### config.mk
export PLATFORM = sky130hd
export DESIGN_NAME = dac_pulse_seq_flat
export DESIGN_NICKNAME = d
export VERILOG_FILES = /design/src/rtl/dac_pulse_seq_if.sv /design/src/rtl/dac_pulse_seq.sv /design/src/flat_wrapper.sv
export SDC_FILE = /design/constraint.sdc
export NUM_CORES = 1
export LEC_CHECK = 0
export CAP_MARGIN = 30
export CORE_ASPECT_RATIO = 1.25
export CORE_MARGIN = 3
export CORE_UTILIZATION = 49
export DETAILED_ROUTE_END_ITERATION = 12
export PLACE_DENSITY_LB_ADDON = 0.2
export SYNTH_ARGS = -nofsm -noshare
export SYNTH_HDL_FRONTEND = slang
export SYNTH_SLANG_ARGS = --single-unit
### constraint.sdc
create_clock -name clk -period 2.7 [get_ports clk]
set_input_delay 0.81 -clock clk [delete_from_list [all_inputs] [get_ports clk]]
set_output_delay 0.81 -clock clk [all_outputs]
set_load 0.05 [all_outputs]
### src/rtl/dac_pulse_seq_if.sv
// Command handshake between the pulse sequencer and the MCP4822 SPI driver.
interface dac_pulse_seq_if;
   logic        dac_start;
   logic [15:0] dac_data;
   logic        dac_done;

   modport master (output dac_start, output dac_data, input dac_done);
   modport slave  (input dac_start, input dac_data, output dac_done);
endinterface

### src/rtl/dac_pulse_seq.sv
// Pulse-train sequencer: emits amp/hold/base/hold MCP4822 command words N times,
// always finishing with a base write so the DAC rests at the base level.
module dac_pulse_seq #(
   parameter int HOLD_W = 16,
   parameter int CNT_W  = 16
) (
   input  logic              clk,
   input  logic              rst_n,
   input  logic              trig,
   input  logic              abort,
   input  logic              chan,
   input  logic              gain_1x,
   input  logic [11:0]       amp,
   input  logic [11:0]       base,
   input  logic [HOLD_W-1:0] t_high,
   input  logic [HOLD_W-1:0] t_low,
   input  logic [CNT_W-1:0]  n_pulse,
   output logic              busy,
   output logic              done,
   output logic              aborted,
   output logic [CNT_W-1:0]  pulse_idx,
   dac_pulse_seq_if.master   dac
);

   typedef enum logic [2:0] {
      S_IDLE    = 3'd0,
      S_WR_HI   = 3'd1,
      S_HOLD_HI = 3'd2,
      S_WR_LO   = 3'd3,
      S_HOLD_LO = 3'd4,
      S_FIN     = 3'd5
   } state_t;

   localparam logic [CNT_W-1:0]  IDX_ZERO  = {CNT_W{1'b0}};
   localparam logic [CNT_W-1:0]  IDX_ONE   = {{(CNT_W-1){1'b0}}, 1'b1};
   localparam logic [HOLD_W-1:0] HOLD_ZERO = {HOLD_W{1'b0}};
   localparam logic [HOLD_W-1:0] HOLD_ONE  = {{(HOLD_W-1){1'b0}}, 1'b1};

   function automatic logic [15:0] cmd_word(input logic ch, input logic g1, input logic [11:0] code);
      return {ch, 1'b0, g1, 1'b1, code};
   endfunction

   state_t            state_r, state_nx_s;
   logic              chan_r, gain_r, abort_r, pend_r;
   logic [11:0]       amp_r, base_r;
   logic [HOLD_W-1:0] t_high_r, t_low_r, hold_cnt_r, hold_val_s;
   logic [CNT_W-1:0]  n_pulse_r, pulse_idx_r;
   logic              busy_r, done_r, aborted_r, dac_start_r;
   logic [15:0]       dac_data_r, word_s;
   logic              trig_acc_s, issue_hi_s, issue_lo_s, inc_idx_s, hold_load_s;
   logic              wr_done_s, abort_s, busy_st_s, busy_nx_s, fin_s;

   assign wr_done_s = pend_r & dac.dac_done;
   assign abort_s   = abort_r | abort;
   assign busy_st_s = (state_r == S_WR_HI) || (state_r == S_HOLD_HI) ||
                      (state_r == S_WR_LO) || (state_r == S_HOLD_LO);
   assign busy_nx_s = (state_nx_s == S_WR_HI) || (state_nx_s == S_HOLD_HI) ||
                      (state_nx_s == S_WR_LO) || (state_nx_s == S_HOLD_LO);
   assign fin_s     = busy_st_s && (state_nx_s == S_FIN);

   // State register.
   always_ff @(posedge clk or negedge rst_n) begin
      if (!rst_n) begin
         state_r <= S_IDLE;
      end else begin
         state_r <= state_nx_s;
      end
   end

   // Next-state decode and per-cycle control strobes.
   always_comb begin
      state_nx_s  = state_r;
      trig_acc_s  = 1'b0;
      issue_hi_s  = 1'b0;
      issue_lo_s  = 1'b0;
      inc_idx_s   = 1'b0;
      hold_load_s = 1'b0;
      hold_val_s  = HOLD_ZERO;
      case (state_r)
         S_IDLE, S_FIN: begin
            if (trig) begin
               trig_acc_s = 1'b1;
               if (n_pulse != IDX_ZERO) begin
                  state_nx_s = S_WR_HI;
                  issue_hi_s = 1'b1;
               end else begin
                  state_nx_s = S_FIN;
               end
            end else begin
               state_nx_s = S_IDLE;
            end
         end
         S_WR_HI: begin
            if (wr_done_s) begin
               if (abort_s || (t_high_r == HOLD_ZERO)) begin
                  state_nx_s = S_WR_LO;
                  issue_lo_s = 1'b1;
               end else begin
                  state_nx_s  = S_HOLD_HI;
                  hold_load_s = 1'b1;
                  hold_val_s  = t_high_r - HOLD_ONE;
               end
            end else begin
               state_nx_s = S_WR_HI;
            end
         end
         S_HOLD_HI: begin
            if (abort_s || (hold_cnt_r == HOLD_ZERO)) begin
               state_nx_s = S_WR_LO;
               issue_lo_s = 1'b1;
            end else begin
               state_nx_s = S_HOLD_HI;
            end
         end
         S_WR_LO: begin
            if (wr_done_s) begin
               inc_idx_s = 1'b1;
               // Last pulse skips the trailing low hold.
               if (abort_s || ((pulse_idx_r + IDX_ONE) == n_pulse_r)) begin
                  state_nx_s = S_FIN;
               end else if (t_low_r == HOLD_ZERO) begin
                  state_nx_s = S_WR_HI;
                  issue_hi_s = 1'b1;
               end else begin
                  state_nx_s  = S_HOLD_LO;
                  hold_load_s = 1'b1;
                  hold_val_s  = t_low_r - HOLD_ONE;
               end
            end else begin
               state_nx_s = S_WR_LO;
            end
         end
         S_HOLD_LO: begin
            if (abort_s) begin
               state_nx_s = S_FIN;
            end else if (hold_cnt_r == HOLD_ZERO) begin
               state_nx_s = S_WR_HI;
               issue_hi_s = 1'b1;
            end else begin
               state_nx_s = S_HOLD_LO;
            end
         end
         default: begin
            state_nx_s = S_IDLE;
         end
      endcase
   end

   // Command word for the write being issued this cycle.
   always_comb begin
      word_s = dac_data_r;
      if (issue_lo_s) begin
         word_s = cmd_word(chan_r, gain_r, base_r);
      end else if (trig_acc_s) begin
         word_s = cmd_word(chan, gain_1x, amp);
      end else begin
         word_s = cmd_word(chan_r, gain_r, amp_r);
      end
   end

   // Config latch, counters, abort flag and registered outputs.
   always_ff @(posedge clk or negedge rst_n) begin
      if (!rst_n) begin
         chan_r      <= 1'b0;
         gain_r      <= 1'b0;
         amp_r       <= 12'h000;
         base_r      <= 12'h000;
         t_high_r    <= HOLD_ZERO;
         t_low_r     <= HOLD_ZERO;
         n_pulse_r   <= IDX_ZERO;
         abort_r     <= 1'b0;
         pend_r      <= 1'b0;
         hold_cnt_r  <= HOLD_ZERO;
         pulse_idx_r <= IDX_ZERO;
         busy_r      <= 1'b0;
         done_r      <= 1'b0;
         aborted_r   <= 1'b0;
         dac_start_r <= 1'b0;
         dac_data_r  <= 16'h0000;
      end else begin
         if (trig_acc_s) begin
            chan_r      <= chan;
            gain_r      <= gain_1x;
            amp_r       <= amp;
            base_r      <= base;
            t_high_r    <= t_high;
            t_low_r     <= t_low;
            n_pulse_r   <= n_pulse;
            abort_r     <= 1'b0;
            aborted_r   <= 1'b0;
            pulse_idx_r <= IDX_ZERO;
         end else begin
            if (abort && busy_st_s) begin
               abort_r <= 1'b1;
            end
            if (inc_idx_s) begin
               pulse_idx_r <= pulse_idx_r + IDX_ONE;
            end
            if (fin_s) begin
               aborted_r <= abort_s;
            end
         end

         if (hold_load_s) begin
            hold_cnt_r <= hold_val_s;
         end else if (((state_r == S_HOLD_HI) || (state_r == S_HOLD_LO)) && (hold_cnt_r != HOLD_ZERO)) begin
            hold_cnt_r <= hold_cnt_r - HOLD_ONE;
         end

         // A new write may be issued in the same cycle the previous one completes.
         if (issue_hi_s || issue_lo_s) begin
            dac_start_r <= 1'b1;
            dac_data_r  <= word_s;
            pend_r      <= 1'b1;
         end else begin
            dac_start_r <= 1'b0;
            if (wr_done_s) begin
               pend_r <= 1'b0;
            end
         end

         busy_r <= busy_nx_s;
         done_r <= (state_nx_s == S_FIN);
      end
   end

   assign busy          = busy_r;
   assign done          = done_r;
   assign aborted       = aborted_r;
   assign pulse_idx     = pulse_idx_r;
   assign dac.dac_start = dac_start_r;
   assign dac.dac_data  = dac_data_r;

endmodule

### src/flat_wrapper.sv
// flat-port wrapper written by rule: the top's interface ports become plain ports
module dac_pulse_seq_flat 
#(
   parameter int HOLD_W = 16,
   parameter int CNT_W  = 16
)
  (clk, rst_n, trig, abort, chan, gain_1x, amp, base, t_high, t_low, n_pulse, busy, done, aborted, pulse_idx, dac_dac_start, dac_dac_data, dac_dac_done);
  dac_pulse_seq_if dac_i ();
  input  logic clk;
  input  logic rst_n;
  input  logic trig;
  input  logic abort;
  input  logic chan;
  input  logic gain_1x;
  input  logic [11:0] amp;
  input  logic [11:0] base;
  input  logic [HOLD_W-1:0] t_high;
  input  logic [HOLD_W-1:0] t_low;
  input  logic [CNT_W-1:0] n_pulse;
  output logic busy;
  output logic done;
  output logic aborted;
  output logic [CNT_W-1:0] pulse_idx;
  output wire logic [$bits(dac_i.dac_start)-1:0] dac_dac_start;
  output wire logic [$bits(dac_i.dac_data)-1:0] dac_dac_data;
  input wire logic [$bits(dac_i.dac_done)-1:0] dac_dac_done;
  assign dac_dac_start = dac_i.dac_start;
  assign dac_dac_data = dac_i.dac_data;
  assign dac_i.dac_done = dac_dac_done;
  dac_pulse_seq #(.HOLD_W(HOLD_W), .CNT_W(CNT_W)) u_core (.clk(clk), .rst_n(rst_n), .trig(trig), .abort(abort), .chan(chan), .gain_1x(gain_1x), .amp(amp), .base(base), .t_high(t_high), .t_low(t_low), .n_pulse(n_pulse), .busy(busy), .done(done), .aborted(aborted), .pulse_idx(pulse_idx), .dac(dac_i));
endmodule
==> metrics.yaml, run 1 <==
timing:
  skew_ns: 0.009937
  finalWorstSetupSlack_ns: -0.08133
  hold_violations: 0
  period_minus_slack_ns: 2.781
  tightest_slew_ns: 0.5780
  maxSlewViolCount: 0
  max_freq_mhz: 359.5
  fin_hold_ws_ns: 0.3095
  setup_viol: 13
  min_period_over_period: 1.030
  maxSlewHeadroom: 0.6134
  rsz0062_at_grt: "true"
critical_path:
  path_buf_inv: 1
  arrival_ns: 3.10
  crit_path_top_delay_cell: "or4_1"
  cp_slowest_stage_delay_ns: 0.49
  worst-setup-path-type: "flop to flop"
  cp_top_family: "simple AND/OR/NAND/NOR gates"
  cp_data_required_time_ns: 3.02
  crit_fanout: 6
  cp_cell_sequence: "buf_4 > and4_1 > nand2_1 > a2111o_1 > a2111oi_4 > and4_4 > nor3_2 > or4_1 > and3b_1"
  critPathLaunchType: "flop"
  cp-end-kind: "flop"
cells_and_area:
  regArea_um2: 3268
  multi_input_area_um2: 3895
  drive_gt1_frac: 0.3410
  area_growth_pct: 46.97
  stdcell_count: 1090
  num-fill-cells: 956
  antenna_cells: 0
  final_nets: 985
route:
  drt_iter0_drc: 340
  drt_pre_antenna_iters: 5
  post_drt_wl_per_cell_um: 18.51
  routed_via_density: 5.688
  routed_wl_mm: 20.17
  drc_errors: 0
  vias: 6200
  ant_nets: 0
global_routing:
  grt_max_degree: 62
  gr-total-overflow: 0
  track_usage: 0.2578
  antenna_found_initial: 0
  grt_pass1_vias: 6646
  grt_pass1_wl_mm: 32.42
hold_path:
  hp-class: "primary input to async pin"
clocking:
  hold_buffers: 0
  clk-insertion-delay-late_ns: 0.43
  tritoncts: "yes"
  clk_pin_slew_ns: 0.06
  clockRootBuffer: "clkbuf_16"
  cts_buffers: 17
  htree_levels: 4
  clock_sinks: 130
  clock_path_buffers: 2
power:
  p_leak_nw: 4.184
  ir_drop_mv: 0.7832
  power_density_nw_per_um2: 972.0
die:
  rows: 48
  io_pins: 115
  fp.dieH_um: 139.5
  floorplan.initialDensity: 0.5032
  core_um2: 13870
  die_w_um: 112.8
  die-area_um2: 15730
yosys:
  synth_enable_flop_cells: 0
  ys_types: 62
  yosys_warnings: 0
  yosys_most_used_dff: "dfrtp_1"
  synth_nets: 756
  ys_seq_elements: 130
  syn_area_um2: 6982
  synthDominantAreaCellType: "dfrtp_1"
  synth.top_cell.area_share: 0.4659
  synthTopCellsByArea: "dfrtp_1 47%, mux2_2 11%, xnor2_1 5.0%"
  yosysSeqAreaShare: 0.4659
  synthCells: 673
  avgSynthCellArea_um2: 10.37
  postSynth.asyncResetShare: 1.000
place:
  portBuffers: 113
  place_ws_ns: -0.3512
  numPlacedInstances: 1049
  place_congestion: 0.8693
  dp_hpwl_mm: 14.75
run:
  drv_cap: 0
outcome:
  violations: "negative setup slack"
  outcome: "finished with violations"
## synthesized netlist by cell type, types with 3 or more instances
master,n
a211o_1,3
a211oi_1,3
a21oi_1,34
a22oi_1,4
a31oi_1,3
and2_1,5
and3_1,9
and4_1,3
buf_2,4
buf_4,4
clkbuf_1,24
dfrtp_1,130
ha_1,4
inv_1,13
mux2_2,71
mux2i_1,15
nand2_1,41
nand2b_1,5
nand3_1,20
nand4_1,3
nor2_1,46
nor2b_1,8
nor3_1,21
nor3b_1,4
nor4_1,16
o21ai_0,37
o221ai_1,10
o31ai_1,8
o41ai_1,3
or2_2,6
or3_1,8
or4_1,11
xnor2_1,40
xor2_1,23
## state kept, by name, indices dropped and copies added, names as in the netlist, 12 cells and up
register	cells
u_core.hold_cnt_r	16
u_core.n_pulse_r	16
u_core.pulse_idx	16
u_core.t_high_r	16
u_core.t_low_r	16
u_core.dac.dac_data	15
u_core.amp_r	12
u_core.base_r	12
## metrics by stage
stage	util	TNS (ns)	instance area, um^2	power (mW)
global route	0.7396	-2.409	10260	10.50
CTS	0.7175	-0.02349	9955	9.714
floorplan	-	-5.623	7073	5.659
global placement	0.6630	-6.824	9198	7.021
detailed placement	0.6630	-6.625	9198	7.184
finish	0.7396	-0.3738	10260	9.974
## repair_timing
item                                   4_1_cts  5_1_grt
resized for setup                           24       47
setup endpoints to repair                   32       32
setup buffers                                1        7
endpoints found under the hold margin        0        0
pin swaps                                    6       17
cloned                                       1        0
## where the power goes
part	internal (mW)	switching, mW	total, mW
sequential	2.77	0.712	3.49
combinational	2.04	2.00	4.04
clock	1.48	0.967	2.45
total	6.29	3.68	9.97
## layout make-up
type                    instances  share of cell area
flip-flops and latches        130              0.3185
clock inverters                15             0.01902
inverters                      13            0.004756
clock buffers                  17             0.04146
repair buffers                244              0.2153
multi-input cells             496              0.3796
well taps                     175             0.02134
## layout by cell type, fill, tap and decap left out, drive strengths merged, types with 4 or more instances in the layout
| master | Yosys | routed |
|---|---|---|
| xnor2 | 40 | 40 |
| buf | 8 | 131 |
| nor2b | 8 | 8 |
| nand4 | 5 | 5 |
| nor3 | 22 | 22 |
| mux2 | 71 | 71 |
| o21ai | 38 | 38 |
| clkdlybuf4s50 | 0 | 112 |
| or2 | 6 | 6 |
| nor3b | 4 | 4 |
| ha | 4 | 4 |
| o31ai | 8 | 8 |
| dfrtp | 130 | 130 |
| nor2 | 46 | 46 |
| or4 | 11 | 11 |
| nand2 | 41 | 41 |
| or3 | 9 | 9 |
| o221ai | 10 | 10 |
| xor2 | 23 | 23 |
| nor4 | 16 | 16 |
| a22oi | 4 | 4 |
| and3 | 9 | 9 |
| nand3 | 20 | 20 |
| inv | 13 | 20 |
| a21oi | 34 | 34 |
| nand2b | 5 | 5 |
| and2 | 5 | 5 |
| clkbuf | 26 | 18 |
| mux2i | 15 | 15 |
## cell families (layout without fill, tap and decap cells)
kind of cell / after synthesis / count (layout) / synth area share
xor gates and xnor gates: 63 / 63 / 0.07903
and+or+nand+nor: 216 / 216 / 0.1652
AOI/OAI and AO/OA: 126 / 126 / 0.1176
muxes: 86 / 86 / 0.1360
DFF: 130 / 130 / 0.4659
other: 1 / 1 / 0.0005371
adders and majority gates: 4 / 4 / 0.007169
buffers and inverters: 47 / 289 / 0.02850
## layer usage
metal  global-route usage  wire length (um)
met5                    0                 0
met4               0.1063               809
met3              0.05046               795
met2               0.4722             10920
met1               0.2889              7646
## final timing paths
check / from / to / slack (ns) / depth (start not counted)
max: u_core.pulse_idx[0] / u_core.hold_cnt_r[14] / -0.08 / 9
min: rst_n / u_core.t_low_r[8] / 0.31 / 1
max reg2reg: u_core.pulse_idx[0] / u_core.hold_cnt_r[14] / -0.08 / 9
min reg2reg: u_core.dac.dac_data[12] / u_core.dac.dac_data[12] / 0.47 / 1
max in group asynchronous: rst_n / u_core.t_high_r[6] / 1.60 / 2
min in group clk: u_core.dac.dac_data[12] / u_core.dac.dac_data[12] / 0.47 / 1
(Power assumes the default switching activity.)
==> run 2, diff against run 1 <==
--- a/config.mk
+++ b/config.mk
@@ -6,7 +6,7 @@
 export NUM_CORES = 1
 export LEC_CHECK = 0
 export CAP_MARGIN = 30
-export CORE_ASPECT_RATIO = 1.25
+export CORE_ASPECT_RATIO = 0.6
 export CORE_MARGIN = 3
 export CORE_UTILIZATION = 49
 export DETAILED_ROUTE_END_ITERATION = 12
==> run 2 against run 1 <==
  * The run still ends with negative setup slack left
  * Clock power decreased by 8%
  * Combinational power increased by 2%
  * Maximum frequency decreased by 1.5%
  * Sequential cell count unchanged
  * Critical path depth decreased by 1
  * Cell area increased by 0.65%
  * Register-to-register slack got worse by 0.04 ns
  * Routed wire length increased by 7.6%
  * Global-route usage increased by 1.2 points
  * Via count increased by 1.9%
  * Final cell count increased by 3.2%
  * Largest cell class unchanged
==> metrics.yaml, run 2 (synthesis gave the netlist of run 1 again) <==
power:
  power_density_nw_per_um2: 955.9
  p_leak_nw: 4.257
  total_power_mw: 9.872
  ir_drop_mv: 0.6965
route:
  wl_met1_mm: 10.37
  routed_via_density: 5.615
  top_layer: "met4"
  met3_length_mm: 1.807
  post_drt_wl_per_cell_um: 19.29
  routed_wl_mm: 21.70
  vias: 6317
  drc_errors: 0
  drt_iter0_drc: 595
  ant_nets: 0
  drt_pre_antenna_iters: 5
  wl_met2_mm: 9.253
timing:
  max_freq_mhz: 354.0
  hold_violations: 0
  fin_hold_ws_ns: 0.4281
  finalWorstSetupSlack_ns: -0.1249
  maxSlewHeadroom: 0.2777
  skew_ns: 0.01022
  period_minus_slack_ns: 2.825
  tns_ns: -0.5176
  maxSlewViolCount: 0
  setup_viol: 15
  tightest_slew_ns: 1.079
  rsz0062_at_grt: "true"
  min_period_over_period: 1.046
clocking:
  clockRootBuffer: "clkbuf_16"
  clk-insertion-delay-late_ns: 0.42
  clk_pin_slew_ns: 0.07
  hold_buffers: 0
  htree_levels: 4
  clock_path_buffers: 2
  clock_sinks: 130
  tritoncts: "yes"
  cts_buffers: 17
cells_and_area:
  stdcell_count: 1125
  final_cell_mix: "140 x buf_4, 118 x dfrtp_1, 112 x clkdlybuf4s50_1, 70 x mux2_2, 46 x nor2_1"
  area_growth_pct: 47.92
  final_nets: 1003
  drive_gt1_frac: 0.3473
  finalInstanceArea_um2: 10330
  antenna_cells: 0
  final_common_cell: "buf_4"
  final_util: 0.7489
place:
  portBuffers: 113
  place_ws_ns: -0.2838
  place_congestion: 0.9533
  placed_area_um2: 9334
  dp_hpwl_mm: 15.38
  numPlacedInstances: 1078
global_routing:
  gr-total-overflow: 0
  grt_max_degree: 46
  antenna_found_initial: 0
  grt_pass1_vias: 6256
  track_usage: 0.2703
  grt_pass1_wl_mm: 33.64
critical_path:
  critPathLaunchType: "flop"
  worstReg2RegEnd: "u_core.hold_cnt_r[14]"
  r2r_cells: 8
  cp-end-kind: "flop"
  rrSetupSlack_ns: -0.12
  worst-setup-path-type: "flop to flop"
  crit-reg2reg-launch: "u_core.pulse_idx[3]"
  crit_fanout: 5
  arrival_ns: 3.13
  cp_data_required_time_ns: 3.01
die:
  rows: 33
  io_pins: 115
  fp.dieH_um: 98.46
  die-area_um2: 15760
  die_w_um: 160.1
  core_um2: 13790
  floorplan.initialDensity: 0.5063
outcome:
  outcome: "finished with violations"
  violations: "negative setup slack"
run:
  drv_cap: 0
hold_path:
  hp-class: "primary input to async pin"
-- run 2: cell types whose count changed in the layout (fill, tap and decap cells not counted), sizes merged --
cell | previous run | this run
buf | 131 | 149
bufinv | 3 | 1
clkbuf | 18 | 19
clkinvlp | 2 | 3
-- run 2: final cells by class --
cell class,count,area [um^2]
clock buffer,18,429.2
clock inverter,14,145.1
fill,948,3463
multi-input combinational,496,3845
sequential,130,3268
inverter,13,48.80
tap,192,240.2
timing repair buffer,262,2351
-- run 2: worst max-delay path by stage --
stage,from,endpoint,slack (ns)
2_1_floorplan,u_core.pulse_idx[0],u_core.hold_cnt_r[1],-0.27
3_3_place_gp,n_pulse[1],u_core.busy,-0.24
3_5_place_dp,n_pulse[1],u_core.busy,-0.28
4_1_cts,u_core.pulse_idx[1],u_core.hold_cnt_r[14],-0.06
5_1_grt,u_core.pulse_idx[3],u_core.hold_cnt_r[14],-0.19
6_report,u_core.pulse_idx[3],u_core.hold_cnt_r[14],-0.12
-- run 2: worst max-delay path, stage by stage, from the launching register on --
cell,delay [ns]
dfrtp_2,0.40
nand4_1,0.25
or3_4,0.41
a211o_1,0.30
a2111oi_4,0.31
and4_4,0.32
nor3_2,0.06
or4_1,0.50
and3b_1,0.17
-- run 2: routing by layer --
layer,up-vias,GRT usage
met5,-,0
met4,0,0.06800
met3,27,0.08190
met2,261,0.3873
met1,3084,0.4017
li1,2945,-
-- run 2: repair_timing --
| action | CTS | global route |
|---|---|---|
| pin swaps | 6 | 28 |
| endpoints found under the hold margin | 0 | 0 |
| buffers inserted | 3 | 11 |
| gates resized for setup | 20 | 39 |
| cloned | 0 | 1 |
| endpoints found under the setup margin | 34 | 34 |
-- run 2: where the power goes --
part	total (mW)	internal [mW]	switching, mW
logic	4.11	2.03	2.08
clock network	2.26	1.30	0.966
registers	3.50	2.77	0.723
total	9.87	6.10	3.77
==> run 3, diff against run 2 <==
--- a/config.mk
+++ b/config.mk
@@ -5,10 +5,10 @@
 export SDC_FILE = /design/constraint.sdc
 export NUM_CORES = 1
 export LEC_CHECK = 0
-export CAP_MARGIN = 30
+export CAP_MARGIN = 10
 export CORE_ASPECT_RATIO = 0.6
 export CORE_MARGIN = 3
-export CORE_UTILIZATION = 49
+export CORE_UTILIZATION = 50
 export DETAILED_ROUTE_END_ITERATION = 12
 export PLACE_DENSITY_LB_ADDON = 0.2
 export SYNTH_ARGS = -nofsm -noshare
==> constraint.sdc (replaced) <==
create_clock -name clk -period 3.4 [get_ports clk]
set_input_delay 1.02 -clock clk [delete_from_list [all_inputs] [get_ports clk]]
set_output_delay 1.02 -clock clk [all_outputs]
set_load 0.05 [all_outputs]
==> run 3 against run 2 <==
  * The flow now finishes without violations
  * Total power shrank 27%
  * Clock-buffer cell count fell by 1
  * Combinational power down 37%
  * Cell area down 13%
  * Final cell count shrank 11%
  * Clock skew about the same
  * Sequential cell count did not move
  * Hold slack gained 0.037 ns
  * First-iteration DRC count fell by 18%
  * Sequential share of layout area grew 4.4 points
  * Non-clock buffer count fell by 120
  * Clock power fell by 21%
==> metrics.yaml, run 3 (synthesis gave the netlist of run 1 again) <==
outcome:
  outcome: "finished clean"
critical_path:
  arrival_ns: 3.49
  crit_fanout: 10
  cp-end-kind: "flop"
  worst-setup-path-type: "flop to flop"
  cp_data_required_time_ns: 3.71
  critPathLaunchType: "flop"
cells_and_area:
  drive_gt1_frac: 0.1837
  final_common_cell: "dfrtp_1"
  final_cell_mix: "130 x dfrtp_1, 112 x clkdlybuf4s50_1, 71 x mux2_2, 46 x nor2_1, 41 x nand2_1"
  antenna_cells: 0
  stdcell_count: 998
  num-fill-cells: 1007
  final_nets: 883
  area_growth_pct: 29.43
clocking:
  clk_pin_slew_ns: 0.06
  htree_levels: 4
  clock_path_buffers: 2
  tritoncts: "yes"
  clockRootBuffer: "clkbuf_16"
  cts_buffers: 17
  clock_sinks: 130
  clk-insertion-delay-late_ns: 0.42
  post-cts-setup-buffer-count: 0
timing:
  min_period_over_period: 0.9356
  maxSlewHeadroom: 0.4066
  setup_viol: 0
  maxSlewViolCount: 0
  skew_ns: 0.01041
  hold_violations: 0
  period_minus_slack_ns: 3.181
  tightest_slew_ns: 0.8848
  max_freq_mhz: 314.4
power:
  p_leak_nw: 3.585
  ir_drop_mv: 0.5728
  total_power_mw: 7.191
  power_density_nw_per_um2: 795.8
global_routing:
  gr-total-overflow: 0
  track_usage: 0.2542
  grt_pass1_wl_mm: 30.79
  antenna_found_initial: 1
  grt_max_degree: 73
  grt_pass1_vias: 5781
place:
  numPlacedInstances: 968
  dp_hpwl_mm: 13.88
  portBuffers: 113
  place_congestion: 0.9467
die:
  die-area_um2: 15460
  io_pins: 115
  floorplan.initialDensity: 0.5268
  rows: 32
  core_um2: 13250
  fp.dieH_um: 97.53
  die_w_um: 158.6
route:
  drt_iter0_drc: 490
  vias: 5755
  routed_via_density: 5.767
  post_drt_wl_per_cell_um: 19.10
  drc_errors: 0
  drt_pre_antenna_iters: 5
  routed_wl_mm: 19.06
  ant_nets: 0
hold_path:
  hp-class: "primary input to async pin"
run:
  drv_cap: 0
[run 3: changes by cell type in the layout (fill, tap and decap cells not counted), sizes merged]
cell	previous run	this run
clkinvlp	3	2
inv	20	15
clkinv	3	7
buf	149	30
bufinv	1	2
clkbuf	19	17
[run 3: repair_timing]
action | 4_1_cts | 5_1_grt
endpoints found under the setup margin | 0 | 2
gates resized for setup | 0 | 1
hold buffers | 0 | 0
[run 3: per-layer routing]
| metal | vias to the layer above | track usage | share of wire |
|---|---|---|---|
| met3 | 23 | 0.09123 | 0.10 |
| met5 | - | 0 | 0.00068 |
| li1 | 2694 | - | - |
| met2 | 247 | 0.3548 | 0.42 |
| met1 | 2789 | 0.3730 | 0.46 |
| met4 | 2 | 0.06543 | 0.011 |
[run 3: cell type report]
type / count / area, um^2 / area share
inverters: 13 / 48.80 / 0.005400
multi-input cells: 496 / 3540 / 0.3917
flip-flops and latches: 130 / 3253 / 0.3600
well taps: 187 / 234.0 / 0.02589
repair buffers: 142 / 1396 / 0.1545
clock buffers: 17 / 425.4 / 0.04708
clock inverters: 13 / 138.9 / 0.01537
[run 3: where the power goes]
group          internal, mW  total [mW]  switching [mW]
combinational          1.21        2.58            1.37
sequential             2.20        2.83           0.626
clock                  1.07        1.79           0.714
total                  4.48        7.19            2.71
[run 3: metrics by stage]
stage | cell area, um^2 | setup TNS (ns) | hold WS [ns] | util | setup WS, ns
after floorplan | 6982 | 0 | 0.4371 | - | 0.05842
after CTS | 9031 | 0 | 0.4702 | 0.6815 | 0.2890
final | 9036 | 0 | 0.4647 | 0.6818 | 0.2191
after global routing | 9036 | -0.0004894 | 0.4749 | 0.6818 | -0.0004894
after global placement | 8467 | 0 | 0.4525 | 0.6389 | 0.07825
after detailed placement | 8467 | 0 | 0.4624 | 0.6389 | 0.0007394
[run 3: worst max-delay path: stages (launching register included)]
cell and delay [ns]:
dfrtp_1 0.44, ha_1 0.26, nand3_1 0.24, buf_4 0.23, nor4_1 0.06, o31ai_1 0.49, a22oi_1 0.17, and4_1 0.26
or2_2 0.42, a2bb2oi_1 0.18, a221oi_2 0.31
[run 3: final timing paths]
check	startpoint	end	slack, ns	depth (start not counted)
hold / removal	rst_n	u_core.n_pulse_r[5]	0.46	1
max in group asynchronous	rst_n	u_core.t_high_r[13]	2.13	2
min in group clk	u_core.hold_cnt_r[15]	u_core.hold_cnt_r[15]	0.48	1
hold reg to reg	u_core.hold_cnt_r[15]	u_core.hold_cnt_r[15]	0.48	1
setup / recovery	u_core.pulse_idx[1]	u_core.hold_cnt_r[13]	0.22	10
setup reg to reg	u_core.pulse_idx[1]	u_core.hold_cnt_r[13]	0.22	10
